[config.mk]
export PLATFORM = sky130hd
export DESIGN_NAME = updown_count_sched_flat
export DESIGN_NICKNAME = d
export VERILOG_FILES = /design/src/rtl/updown_count_sched_pkg.sv /design/src/rtl/updown_count_sched_if.sv /design/src/rtl/updown_count_sched_counter3.sv /design/src/rtl/updown_count_sched.sv /design/src/flat_wrapper.sv
export SDC_FILE = /design/constraint.sdc
export NUM_CORES = 1
export LEC_CHECK = 0
export BUFFER_PORTS_ARGS = -buffer_cell sky130_fd_sc_hd__buf_4
export CORE_MARGIN = 5
export CORE_UTILIZATION = 49
export CTS_BUF_LIST = sky130_fd_sc_hd__clkbuf_4 sky130_fd_sc_hd__clkbuf_8 sky130_fd_sc_hd__clkbuf_16
export DETAILED_ROUTE_END_ITERATION = 16
export PLACE_DENSITY_LB_ADDON = 0.25
export SETUP_SLACK_MARGIN = 0.4
export SLEW_MARGIN = 20
export SYNTH_ARGS = -nofsm -noshare
export SYNTH_HDL_FRONTEND = slang
export SYNTH_SLANG_ARGS = --single-unit
[constraint.sdc]
create_clock -name clk -period 2 [get_ports clk]
set_clock_uncertainty 0.15 [all_clocks]
set_input_delay 0.3 -clock clk [delete_from_list [all_inputs] [get_ports clk]]
set_output_delay 0.3 -clock clk [all_outputs]
set_load 0.01 [all_outputs]
[src/rtl/updown_count_sched_pkg.sv]
// Shared types and sizing for the up/down count scheduler.
// Imported by the interface, counter and top.
package updown_count_sched_pkg;

  localparam int CNT_W = 3;
  localparam int NREQ  = 2;

  typedef enum logic [1:0] {
    IDLE  = 2'd0,
    GRANT = 2'd1,
    RUN   = 2'd2,
    DONE  = 2'd3
  } state_t;

endpackage

[src/rtl/updown_count_sched_if.sv]
// Request/grant bundle between requesters and the scheduler.
// The master side drives requests; the slave side is the scheduler.
interface updown_count_sched_if;
  import updown_count_sched_pkg::*;

  logic [NREQ-1:0]  req;
  logic             dir0;
  logic             dir1;
  logic [CNT_W-1:0] steps0;
  logic [CNT_W-1:0] steps1;
  logic             abort;
  logic [NREQ-1:0]  gnt;
  logic             busy;
  logic             done;
  logic [CNT_W-1:0] count;

  modport master (
    output req, dir0, dir1, steps0, steps1, abort,
    input  gnt, busy, done, count
  );

  modport slave (
    input  req, dir0, dir1, steps0, steps1, abort,
    output gnt, busy, done, count
  );

endinterface

[src/rtl/updown_count_sched_counter3.sv]
// Shared 3-bit wrapping up/down counter.
// Steps only when enabled; holds otherwise.
module updown_counter3
  import updown_count_sched_pkg::*;
(
  input  logic             clk,
  input  logic             rst,
  input  logic             en,
  input  logic             up,
  output logic [CNT_W-1:0] count
);

  always_ff @(posedge clk) begin
    if (rst)
      count <= '0;
    else if (en)
      count <= up ? count + 1'b1 : count - 1'b1;
  end

endmodule

[src/rtl/updown_count_sched.sv]
// Two-requester round-robin scheduler driving a shared
// up/down counter for a latched number of steps.
module updown_count_sched
  import updown_count_sched_pkg::*;
(
  input  logic               clk,
  input  logic               rst,
  updown_count_sched_if.slave bus
);

  state_t           state;
  state_t           state_n;
  logic [CNT_W-1:0] rem;
  logic             dir_q;
  logic             last;
  logic             win;
  logic             step;
  logic             arb;

  // last = 1 means requester 1 holds the pointer, so 0 wins a tie
  always_comb begin
    win = ~last;
    if (bus.req == 2'b01)
      win = 1'b0;
    else if (bus.req == 2'b10)
      win = 1'b1;
  end

  assign arb  = (state == IDLE) && (|bus.req);
  assign step = (state == RUN) && !bus.abort;

  always_comb begin
    state_n = state;
    unique case (state)
      IDLE:  if (|bus.req) state_n = GRANT;
      GRANT: state_n = (rem != '0) ? RUN : DONE;
      RUN:   if (bus.abort || rem == 3'd1) state_n = DONE;
      DONE:  state_n = IDLE;
    endcase
  end

  always_ff @(posedge clk) begin
    if (rst) begin
      state <= IDLE;
      rem   <= '0;
      dir_q <= 1'b0;
      last  <= 1'b1;
    end else begin
      state <= state_n;
      if (arb) begin
        last  <= win;
        dir_q <= win ? bus.dir1 : bus.dir0;
        rem   <= win ? bus.steps1 : bus.steps0;
      end else if (step) begin
        rem <= rem - 1'b1;
      end
    end
  end

  // The pointer is updated on grant, so it names the current owner
  assign bus.gnt  = (state == IDLE) ? 2'b00
                  : (last ? 2'b10 : 2'b01);
  assign bus.busy = (state != IDLE);
  assign bus.done = (state == DONE);

  updown_counter3 u_cnt (
    .clk   (clk),
    .rst   (rst),
    .en    (step),
    .up    (dir_q),
    .count (bus.count)
  );

endmodule
[src/flat_wrapper.sv]
// flat-port wrapper written by rule: the top's interface ports become plain ports
module updown_count_sched_flat import updown_count_sched_pkg::*;
  (clk, rst, bus_req, bus_dir0, bus_dir1, bus_steps0, bus_steps1, bus_abort, bus_gnt, bus_busy, bus_done, bus_count);
  updown_count_sched_if bus_i ();
  input  logic clk;
  input  logic rst;
  input wire logic [$bits(bus_i.req)-1:0] bus_req;
  input wire logic [$bits(bus_i.dir0)-1:0] bus_dir0;
  input wire logic [$bits(bus_i.dir1)-1:0] bus_dir1;
  input wire logic [$bits(bus_i.steps0)-1:0] bus_steps0;
  input wire logic [$bits(bus_i.steps1)-1:0] bus_steps1;
  input wire logic [$bits(bus_i.abort)-1:0] bus_abort;
  output wire logic [$bits(bus_i.gnt)-1:0] bus_gnt;
  output wire logic [$bits(bus_i.busy)-1:0] bus_busy;
  output wire logic [$bits(bus_i.done)-1:0] bus_done;
  output wire logic [$bits(bus_i.count)-1:0] bus_count;
  assign bus_i.req = bus_req;
  assign bus_i.dir0 = bus_dir0;
  assign bus_i.dir1 = bus_dir1;
  assign bus_i.steps0 = bus_steps0;
  assign bus_i.steps1 = bus_steps1;
  assign bus_i.abort = bus_abort;
  assign bus_gnt = bus_i.gnt;
  assign bus_busy = bus_i.busy;
  assign bus_done = bus_i.done;
  assign bus_count = bus_i.count;
  updown_count_sched u_core (.clk(clk), .rst(rst), .bus(bus_i));
endmodule
After elaboration in Yosys (flattened, before gate mapping) --
Index checks and enable logic that the tools add are counted.
Operators by class: $add $sub $neg 3, equality and inequality tests 8, multiplexer cells 13, bitwise gates (word level) 1, reduce and logical (&&, ||, !) cells 10
Operators with widths (number):
- $mux 3 | 4
- $mux 2 | 4
- $pmux 2 s4 | 1
- $eq 2x2->1 const B | 3
- $sub 3x1->3 const B | 2
- $eq 2x1->1 const B | 2
- $mux 1 | 4
- $reduce_bool 2->1 | 2
- $add 3x1->3 const B | 1
- $eq 3x1->1 const B | 1
- $reduce_bool 3->1 | 1
- $logic_and 1x1->1 | 2
- $logic_not 2->1 | 1
- $ne 2x1->1 const B | 1
- $ne 2x2->1 const B | 1
- $reduce_and 2->1 | 1
- $reduce_or 2->1 | 1
- $logic_not 1->1 | 1
- $logic_or 1x1->1 | 1
- $not 1->1 | 1
Storage, ports and cells: register bits 10, input bits 13, output and inout bits 7, logic and storage cells 40

Depth between registers and ports, before layout --
Gate-level depths: netlist of the first run.
depth in word-level cells 5, gate-level depth with buffers 7, mapped depth without buffers 6

Modules after synthesis --
Synthesis of the first run repeated with hierarchy kept, for this count alone.
Unflattened totals: cells, all modules 77, area, all modules 660.6 µm²
By module, submodules not included:
- updown_count_sched | instances 1, cells each 63, area each 518.0 µm²
- updown_counter3 | instances 1, cells each 14, area each 142.6 µm²

Worst setup path before layout of the first run --
OpenSTA, ideal clock, no wires.
kind register to register, from register u_core.state[0], to register u_core.rem[1], setup time 137 ps, arrival 1368 ps, required time 1713 ps, setup slack 345 ps, stages on the path, launching flop included 8, buffers on the path 1, clock period less this slack 1655 ps, cells stage by stage dfxtp_1 inv_1 ha_1 buf_2 o21a_2 or2_4 nor2_1 a211oi_2
Between the ends: longest elaborated chain between the ends 3
RTL lines:
- start: declaration | RTL line updown_count_sched.sv:11 | state_t state;
- start signal: assignment | RTL line updown_count_sched.sv:49 | state <= state_n;
- $eq 2x2->1 or $logic_not 2->1 (tied branches) | RTL line updown_count_sched.sv:30, updown_count_sched.sv:29
- $logic_and 1x1->1 (on tied branches) | RTL line updown_count_sched.sv:30, updown_count_sched.sv:29
- $reduce_bool 2->1 (no line) or $mux 3 (tied branches)
- end signal: assignment | RTL line updown_count_sched.sv:53 | rem <= win ? bus.steps1 : bus.steps0;
- end signal: assignment | RTL line updown_count_sched.sv:55 | rem <= rem - 1'b1;
- end: declaration | RTL line updown_count_sched.sv:13 | logic [CNT_W-1:0] rem;
Parallel ways exist; a longest one is shown, timed or not. A chain may end at the register's enable or synchronous reset.

Final worst setup path of the first run --
from register u_core.state[1], to output port bus_gnt[1]
Between the ends: longest elaborated chain between the ends 2
RTL lines:
- $logic_not 2->1 | RTL line updown_count_sched.sv:61 | assign bus.gnt = (state == IDLE) ? 2'b00
- $mux 2 | RTL line updown_count_sched.sv:61
- end: declaration | RTL line flat_wrapper.sv:13 | output wire logic [$bits(bus_i.gnt)-1:0] bus_gnt;
No other way between the ends.

==> impl_metrics.tcl, run 1 <==
set metrics [dict create \
    achievable-frequency_mhz 642 \
    critPathArrivalTime_ns 1.11 \
    drive_above_1_share_pct 41.7 \
    critPathRequiredTime_ns 1.55 \
    slowest_cell_on_crit_path "sky130_fd_sc_hd__dfxtp_4" \
    tightestPinTransition_ns 0.244 \
    setup_tns_ns 0 \
    finalSetupViolCount 0 \
    areal_power_density_over_the_cells_mw_per_mm2 1350 \
    nets 126 \
    crit_path_cell_trace "inv_2 > ha_4 > nor2b_1 > buf_4" \
    via_count_of_the_first_global_routing_pass 604 \
    vias_per_cell 5.52 \
    antenna_found_initial 0 \
    final_antenna_net_count 0 \
    port-buffer-count 19 \
    clock-root-buffer "sky130_fd_sc_hd__clkbuf_4" \
    flow.area_growth_from_synthesis_pct 33.6 \
    start_util_pct 52.8 \
    postSynthNetCount 101 \
    timing.critical_path.max_delay_family "flip-flops" \
    grt_pass1_wl_mm 2.46 \
    critical_path.max_fanout 6 \
    final.min_clock_period_ns 1.56 \
    crit_path_start "u_core.state[1]" \
    htree_num_levels 1 \
    insertion_delay_ns 0.27 \
    initialDrtViolationCount 14 \
    maxCapViolations 0 \
    ys_dominant_reg_cell "sky130_fd_sc_hd__dfxtp_1" \
    final-hold-violation-count 0 \
    fillers 113 \
    cts_tree "yes" \
    drt_drc_violations_left 0 \
    yosys_register_bits 10 \
    place_inst 111 \
    max-clock-path-buffers 2 \
    yosys.area.top_type "sky130_fd_sc_hd__dfxtp_1" \
    hold_path_class "input port to flip-flop" \
    routability_cong 0.733 \
    gr-total-overflow 0 \
    slew_violations 0 \
    post-route-period-util_pct 77.9 \
    critical_path.n_buffers_inverters 2 \
    drt_pre_antenna_iters 4 \
    dieArea_mm2 0.00227 \
    max_slew_margin_pct 83.6 \
    synthesis.area_per_instance_um2 8.70 \
    die_width_um 47.7 \
    outcome "completed" \
    number_of_buffers_created_by_cts 3 \
    setup_repair_after_global_routing_missed_its_margin "false" \
    power.ir.vdd_worst_mv 0.898 \
    cp-start-kind "flip-flop" \
    core.rowCount 13 \
    num_antenna_cells 0 \
    static-leakage-power_nw 0.417 \
    synthArstFlopShare_pct 0 \
    synth_top_area_share_pct 28.8 \
    crit_path_end_kind "primary output" \
    ys_top_cells_by_area "sky130_fd_sc_hd__dfxtp_1 (29%), sky130_fd_sc_hd__ha_1 (13%), sky130_fd_sc_hd__nor2_1 (7.6%)" \
    top_level_port_count 20 \
    share_of_synthesized_area_occupied_by_flip_flops_and_latches_pct 28.8 \
    floorplan.core_area_mm2 0.00132 \
    route.final.wire_length_mm 1.67 \
    drt-wirelength-per-cell_um 14.2 \
    criticalPathCategory "flip-flop to primary output" \
    synth-warning-count 0 \
    r2r_start "u_core.state[1]" \
    route.vias.total 651 \
    cts_sinks 10 \
    synth.lib_cells_used.distinct 28 \
    hpwlAfterDp_mm 1.13 \
    path_clk_slew_ns 0.07 \
    netlist_area_um2 696 \
    die_height_um 47.7 \
    grt_util_all_layers_pct 16.3 \
    synth_enable_flop_cells 0 \
    grt_start_max_net_pins 11 \
    netlist_instances 80 \
    final_cells 118 \
    holdCritStartpoint "rst" \
    worst_path_largest_cell_delay_ns 0.36 \
]
[final timing paths]
check,endpoint,slack (ns),depth (start not counted)
hold / removal,u_core.rem[0],0.13,2
hold reg to reg,u_core.u_cnt.count[2],0.38,2
setup reg to reg,u_core.rem[1],0.44,7
setup / recovery,bus_gnt[1],0.44,4
[cell usage after synthesis, types with 2 or more instances]
cell type	count
sky130_fd_sc_hd__a211oi_2	3
sky130_fd_sc_hd__nor2b_1	3
sky130_fd_sc_hd__nand2_1	6
sky130_fd_sc_hd__xnor2_1	2
sky130_fd_sc_hd__inv_1	7
sky130_fd_sc_hd__dfxtp_1	10
sky130_fd_sc_hd__buf_2	2
sky130_fd_sc_hd__nand4_1	2
sky130_fd_sc_hd__a21oi_1	5
sky130_fd_sc_hd__ha_1	7
sky130_fd_sc_hd__nor2_1	14
sky130_fd_sc_hd__mux2i_1	3
[layer usage]
metal  vias to the layer above  global-route usage (%)  wire length (um)
met5                         -                       0                 0
met1                       302                    17.6               652
met3                         6                    4.89               137
met2                        24                    26.1               815
li1                        319                       -                 -
met4                         0                    12.9                68
[where the power goes]
group          total [mW]  internal [mW]  switching (mW)  leakage, nW
logic               0.762          0.380           0.382        0.320
clock network       0.144         0.0698          0.0744       0.0138
registers           0.344          0.276          0.0675       0.0836
[cells by family (layout without fill, tap and decap cells)]
logic type                 after synthesis  in the layout  share of synthesized area, %
AOI/OAI and AO/OA                       17             17                          21.8
xor gates and xnor gates                 3              3                          3.78
adders and majority gates                9              9                          17.1
buffers and inverters                   10             32                          5.76
DFF                                     10             10                          28.8
muxes                                    3              3                          4.32
and+or+nand+nor                         28             29                          18.5
[flip-flops by register name, summed over array words and instances, names as in the netlist]
| signal | count |
|---|---|
| u_core.last | 1 |
| u_core.state | 2 |
| u_core.u_cnt.count | 3 |
| u_core.rem | 3 |
| u_core.dir_q | 1 |
[cell type report]
class | instances | area, um^2 | area share (%)
multi-input combinational | 61 | 489 | 52.6
sequential | 10 | 208 | 22.3
timing repair buffer | 22 | 165 | 17.8
inverter | 7 | 26.3 | 2.83
clock buffer | 3 | 22.5 | 2.42
tap | 15 | 18.8 | 2.02
[cells in the final DEF (no fill, tap or decap)]
master / synthesis / layout
sky130_fd_sc_hd__or2_4: 1 / 1
sky130_fd_sc_hd__ha_1: 7 / 6
sky130_fd_sc_hd__dfxtp_4: 0 / 2
sky130_fd_sc_hd__and3_2: 1 / 1
sky130_fd_sc_hd__nand4_1: 2 / 2
sky130_fd_sc_hd__nor2b_4: 0 / 2
sky130_fd_sc_hd__nand2_1: 6 / 6
sky130_fd_sc_hd__a221o_2: 1 / 1
sky130_fd_sc_hd__a211oi_2: 3 / 3
sky130_fd_sc_hd__a21oi_1: 5 / 5
sky130_fd_sc_hd__o21a_2: 1 / 1
sky130_fd_sc_hd__nor2_1: 14 / 14
sky130_fd_sc_hd__a211oi_1: 1 / 1
sky130_fd_sc_hd__a21oi_2: 1 / 1
sky130_fd_sc_hd__fa_1: 1 / 1
sky130_fd_sc_hd__a31oi_1: 1 / 1
sky130_fd_sc_hd__o21ai_1: 1 / 1
sky130_fd_sc_hd__a311oi_2: 1 / 1
sky130_fd_sc_hd__a22oi_4: 1 / 1
sky130_fd_sc_hd__maj3_2: 1 / 1
sky130_fd_sc_hd__nand2b_1: 1 / 1
sky130_fd_sc_hd__o21ai_0: 1 / 1
sky130_fd_sc_hd__dfxtp_1: 10 / 8
sky130_fd_sc_hd__xor2_1: 1 / 1
sky130_fd_sc_hd__inv_2: 0 / 2
sky130_fd_sc_hd__clkbuf_4: 0 / 3
sky130_fd_sc_hd__buf_4: 0 / 22
sky130_fd_sc_hd__xnor2_1: 2 / 2
sky130_fd_sc_hd__inv_1: 7 / 5
sky130_fd_sc_hd__ha_4: 0 / 1
sky130_fd_sc_hd__nor2b_1: 3 / 2
sky130_fd_sc_hd__mux2i_1: 3 / 3
[stage by stage]
step	util, %	area, um^2	hold WS [ns]	setup slack, ns	power [mW]
after floorplan	-	697	0.293	0.405	0.811
after global placement	64.1	845	0.350	0.176	0.964
after detailed placement	64.1	845	0.362	0.134	0.983
after CTS	69.3	913	0.137	0.411	1.22
after global routing	70.6	930	0.146	0.394	1.34
final	70.6	930	0.135	0.443	1.25
[timing repair]
item	4_1_cts	5_1_grt
gates resized for setup	7	3
buffers inserted	3	0
setup endpoints to repair	12	7
cloned	0	1
hold buffers	0	0
pin swaps	0	1
(Power assumes the default switching activity.)
==> run 2, diff against run 1 <==
- CORE_UTILIZATION: 49 -> 44
- clock period: 2 -> 1.4 ns (I/O delays scaled with it)
==> impl_metrics.tcl, run 2 (synthesis gave the netlist of run 1 again) <==
set metrics [dict create \
    fin_hold_ws_ns 0.0394 \
    outcome "finished with violations" \
    critical_path.n_buffers_inverters 3 \
    start_util_pct 46.2 \
    cts_sinks 10 \
    post-route-period-util_pct 110 \
    dieArea_mm2 0.00248 \
    initialDrtViolationCount 11 \
    fillers 104 \
    areal_power_density_over_the_cells_mw_per_mm2 2060 \
    static-leakage-power_nw 0.508 \
    grt_util_all_layers_pct 14.8 \
    antenna_found_initial 0 \
    power_frac_seq_pct 22.1 \
    critPathArrivalTime_ns 1.18 \
    setup_tns_ns -1.08 \
    clkPwrFrac_pct 11.0 \
    insertion_delay_ns 0.27 \
    r2r_start "u_core.state[1]" \
    nets 136 \
    routability_cong 0.806 \
    route.final.wire_length_mm 1.85 \
    drt_pre_antenna_iters 4 \
    tightestPinTransition_ns 0.232 \
    port-buffer-count 19 \
    holdCritStartpoint "rst" \
    final.min_clock_period_ns 1.54 \
    power_report.internal_total_mw 1.45 \
    via_count_of_the_first_global_routing_pass 696 \
    die_width_um 49.8 \
    final_antenna_net_count 0 \
    num_antenna_cells 0 \
    drive_above_1_share_pct 69.3 \
    biggestRegsByFlops "u_core.rem: 3 flops, u_core.u_cnt.count: 3 flops, u_core.state: 2 flops" \
    die_height_um 49.8 \
    vias_per_cell 5.27 \
    top_level_port_count 20 \
    max_slew_margin_pct 84.3 \
    r2r_slack_ns -0.14 \
    violations_in_the_final_reports "setup timing" \
    final_cell_mix "sky130_fd_sc_hd__buf_4 (20), sky130_fd_sc_hd__buf_6 (13), sky130_fd_sc_hd__nor2_1 (8)" \
    drt_drc_violations_left 0 \
    slew_violations 0 \
    achievable-frequency_mhz 648 \
    critical_path.max_fanout 4 \
    maxCapViolations 0 \
    hold_path_class "input port to flip-flop" \
    crit_path_frequent_cell "sky130_fd_sc_hd__buf_6" \
    cp-start-kind "flip-flop" \
    drt-wirelength-per-cell_um 14.2 \
    slowest_cell_on_crit_path "sky130_fd_sc_hd__dfxtp_4" \
    grt_start_max_net_pins 11 \
    gr-total-overflow 0 \
    power.ir.vdd_worst_mv 1.25 \
    flow.area_growth_from_synthesis_pct 69.4 \
    crit_cells 5 \
    htree_num_levels 1 \
    grt_pass1_wl_mm 2.82 \
    crit_path_cell_trace "inv_4 > ha_4 > buf_6 > nor2b_4 > buf_6" \
    finalCoreUtilization_pct 78.2 \
    criticalPathCategory "flip-flop to primary output" \
    setup_repair_after_global_routing_missed_its_margin "true" \
    final.setup.worst_slack_ns -0.142 \
    final-hold-violation-count 0 \
    number_of_buffers_created_by_cts 3 \
    critPathRequiredTime_ns 1.04 \
    route.vias.total 685 \
    path_clk_slew_ns 0.07 \
    r2r_worst_path_depth 7 \
    cp-endpoint "bus_gnt[1]" \
    r2r_end "u_core.rem[2]" \
    ctsHoldBuffers 0 \
    timing.critical_path.max_delay_family "flip-flops" \
    clock-root-buffer "sky130_fd_sc_hd__clkbuf_4" \
    max-clock-path-buffers 2 \
    hpwlAfterDp_mm 1.25 \
    worst_path_largest_cell_delay_ns 0.38 \
    core.rowCount 14 \
    layout_commonest_cell "sky130_fd_sc_hd__buf_4" \
    sw_frac_of_total_pct 40.5 \
    floorplan.core_area_mm2 0.00151 \
    power_switching_mw 0.985 \
    cts_tree "yes" \
    finalSetupViolCount 11 \
    part_of_the_total_power_dissipated_in_combinational_logic_pct 66.8 \
    crit_path_start "u_core.state[1]" \
    crit_path_end_kind "primary output" \
]
-- run 2: cell types whose count changed in the layout (fill, tap and decap cells not counted), moves of 3 or more --
| cell | delta |
|---|---|
| sky130_fd_sc_hd__buf_6 | +13 |
| sky130_fd_sc_hd__dfxtp_1 | -5 |
| sky130_fd_sc_hd__dfxtp_2 | +3 |
| sky130_fd_sc_hd__inv_1 | -3 |
| sky130_fd_sc_hd__inv_4 | +3 |
| sky130_fd_sc_hd__nand2_1 | -3 |
| sky130_fd_sc_hd__nand2_2 | +3 |
| sky130_fd_sc_hd__nor2_1 | -6 |
| sky130_fd_sc_hd__nor2_4 | +4 |
-- run 2: stage by stage --
step | cell area (um^2) | worst slack [ns] | total power, mW | std cells
2_1_floorplan | 751 | -0.108 | 1.32 | 80
3_3_place_gp | 951 | -0.0836 | 1.65 | 120
3_5_place_dp | 951 | -0.108 | 1.69 | 120
4_1_cts | 1090 | -0.145 | 2.22 | 130
5_1_grt | 1180 | -0.195 | 2.61 | 130
6_report | 1180 | -0.142 | 2.43 | 130
-- run 2: metal layers --
metal / vias to the layer above / global-route usage [%] / share of wire (%)
li1: 340 / - / -
met1: 324 / 15.3 / 39
met2: 14 / 25.6 / 54
met3: 7 / 4.22 / 3.3
met4: 0 / 9.17 / 3.6
met5: - / 0 / 0
-- run 2: worst min path at each step --
stage / to / depth (start not counted) / slack [ns]
final: u_core.rem[0] / 2 / 0.04
after floorplan: u_core.last / 1 / 0.20
after detailed placement: u_core.rem[1] / 2 / 0.34
after CTS: u_core.rem[1] / 2 / 0.04
after global placement: u_core.rem[0] / 2 / 0.34
after global routing: u_core.rem[0] / 2 / 0.04
-- run 2: timing repair --
item                       CTS  global route
pin swaps                    2             9
buffers inserted             6             0
gates resized for setup     15            23
hold endpoints to repair     0             0
setup endpoints to repair   17            17
-- run 2: cell type report --
type / count / area (um^2) / area share (%)
clock buffers: 4 / 36.3 / 3.08
inverters: 7 / 33.8 / 2.87
multi-input cells: 60 / 573 / 48.6
flip-flops and latches: 10 / 219 / 18.6
well taps: 16 / 20.0 / 1.70
repair buffers: 33 / 297 / 25.2
-- run 2: power by group through the flow --
stage               clock network (mW)  logic (mW)  registers [mW]
CTS                              0.272        1.44           0.502
global placement                     0        1.16           0.491
global route                     0.292        1.77           0.553
detailed placement                   0        1.19           0.493
finish                           0.269        1.63           0.539
floorplan                            0       0.813           0.506
==> run 3, diff against run 2 <==
--- a/config.mk
+++ b/config.mk
@@ -7,2 +7,3 @@
 export LEC_CHECK = 0
+export ABC_CLOCK_PERIOD_IN_PS = 1400
 export BUFFER_PORTS_ARGS = -buffer_cell sky130_fd_sc_hd__buf_4
@@ -12,3 +13,3 @@
 export DETAILED_ROUTE_END_ITERATION = 16
-export PLACE_DENSITY_LB_ADDON = 0.25
+export PLACE_DENSITY = 0.72
 export SETUP_SLACK_MARGIN = 0.4
--- a/constraint.sdc
+++ b/constraint.sdc
@@ -4,2 +4,2 @@
 set_output_delay 0.21 -clock clk [all_outputs]
-set_load 0.01 [all_outputs]
+set_load 0.1 [all_outputs]
==> impl_metrics.tcl, run 3 (synthesis gave the netlist of run 1 again) <==
set metrics [dict create \
    violations_in_the_final_reports "setup timing" \
    drive_above_1_share_pct 67.8 \
    finalSetupViolCount 14 \
    die_height_um 49.8 \
    nets 144 \
    pre_cts_ws_ns -0.129 \
    critical_path.max_fanout 5 \
    areal_power_density_over_the_cells_mw_per_mm2 2450 \
    vias_per_cell 5.39 \
    biggestRegsByFlops "u_core.rem: 3 flops, u_core.u_cnt.count: 3 flops, u_core.state: 2 flops" \
    max_slew_margin_pct 82.1 \
    power_report.internal_total_mw 1.63 \
    power.ir.vdd_worst_mv 2.14 \
    initialDrtViolationCount 0 \
    cts_tree "yes" \
    htree_num_levels 1 \
    drt-wirelength-per-cell_um 17.8 \
    final.setup.worst_slack_ns -0.211 \
    start_util_pct 46.2 \
    hold_path_class "input port to flip-flop" \
    sw_frac_of_total_pct 49.2 \
    antenna_found_initial 0 \
    slew_violations 0 \
    clkPwrFrac_pct 6.7 \
    route.final.wire_length_mm 2.44 \
    critPathArrivalTime_ns 1.62 \
    hpwlAfterDp_mm 1.29 \
    final-hold-violation-count 0 \
    tightestPinTransition_ns 0.266 \
    final_cell_mix "sky130_fd_sc_hd__buf_4 (25), sky130_fd_sc_hd__nor2_1 (10), sky130_fd_sc_hd__buf_6 (8)" \
    number_of_buffers_created_by_cts 3 \
    layout.cell_area.non_filler_mm2 0.00131 \
    part_of_the_total_power_dissipated_in_combinational_logic_pct 77.4 \
    floorplan.core_area_mm2 0.00151 \
    insertion_delay_ns 0.28 \
    max-clock-path-buffers 2 \
    fin_hold_ws_ns 0.0552 \
    dieArea_mm2 0.00248 \
    crit_path_start "u_core.state[1]" \
    path_clk_slew_ns 0.07 \
    grt_pass1_wl_mm 3.59 \
    die_width_um 49.8 \
    flow.area_growth_from_synthesis_pct 88.1 \
    criticalPathCategory "flip-flop to flip-flop" \
    drt_pre_antenna_iters 1 \
    drt_drc_violations_left 0 \
    port-buffer-count 19 \
    clock-root-buffer "sky130_fd_sc_hd__clkbuf_4" \
    post-route-period-util_pct 115 \
    setup_repair_after_global_routing_missed_its_margin "true" \
    static-leakage-power_nw 0.553 \
    final.min_clock_period_ns 1.61 \
    via_count_of_the_first_global_routing_pass 740 \
    route.vias.total 739 \
    cp-start-kind "flip-flop" \
    placed_cell_area_um2 997 \
    maxCapViolations 0 \
    critPathRequiredTime_ns 1.41 \
    power_switching_mw 1.58 \
    holdCritStartpoint "rst" \
    outcome "finished with violations" \
    r2r_start "u_core.state[1]" \
    grt_util_all_layers_pct 19.6 \
    top_level_port_count 20 \
    power_frac_seq_pct 15.9 \
    achievable-frequency_mhz 621 \
    gr-total-overflow 0 \
    cts_sinks 10 \
    routability_cong 0.801 \
    final_antenna_net_count 0 \
    grt_start_max_net_pins 11 \
    num_antenna_cells 0 \
    crit_path_end_kind "flip-flop" \
    core.rowCount 14 \
    layout_commonest_cell "sky130_fd_sc_hd__buf_4" \
    fillers 66 \
]
==> run 3: cell type report <==
cell class,instances,area (um^2),share of cell area [%]
multi-input cells,60,583,44.6
repair buffers,41,428,32.7
flip-flops and latches,10,220,16.8
inverters,7,35.0,2.68
clock buffers,3,22.5,1.72
well taps,16,20.0,1.53
==> run 3: final timing paths <==
check | endpoint | cells past startpoint | slack, ns
setup / recovery | u_core.rem[0] | 7 | -0.21
hold / removal | u_core.rem[1] | 2 | 0.06
setup reg to reg | u_core.rem[0] | 7 | -0.21
hold reg to reg | u_core.rem[1] | 2 | 0.36
==> run 3: stage by stage <==
stage | setup TNS, ns | std cells | util [%] | power [mW]
floorplan | -1.75 | 80 | - | 1.81
global placement | -0.483 | 124 | 66.2 | 2.19
detailed placement | -0.639 | 124 | 66.2 | 2.21
CTS | -1.47 | 134 | 79.3 | 2.81
global route | -2.68 | 137 | 86.9 | 3.38
finish | -2.03 | 137 | 86.9 | 3.21
==> run 3: layer usage <==
layer,up-vias,wire [um],GRT usage (%)
met5,-,0,0
met4,0,102,16.2
met3,8,117,5.72
met2,25,1180,28.8
met1,352,1040,23.0
li1,354,-,-
==> run 3: critical path, cell delays in order (launching register included) <==
cell and delay (ns):
sky130_fd_sc_hd__dfxtp_4 0.38, sky130_fd_sc_hd__inv_4 0.04, sky130_fd_sc_hd__ha_4 0.18, sky130_fd_sc_hd__buf_6 0.13, sky130_fd_sc_hd__o21a_4 0.15, sky130_fd_sc_hd__or2_4 0.29, sky130_fd_sc_hd__nor2_2 0.11, sky130_fd_sc_hd__a211oi_2 0.06
==> run 3: power groups by stage <==
stage               clock (mW)  combinational (mW)  sequential, mW
floorplan                    0                1.20           0.614
detailed placement           0                1.73           0.487
CTS                      0.213                2.11           0.492
global placement             0                1.71           0.479
finish                   0.213                2.48           0.512
global route             0.231                2.63           0.526
==> run 3: what timing repair did <==
| item | 4_1_cts | 5_1_grt |
|---|---|---|
| buffers inserted | 7 | 3 |
| endpoints found under the setup margin | 17 | 17 |
| resized for setup | 29 | 20 |
| pin swaps | 10 | 9 |
| hold buffers | 0 | 0 |
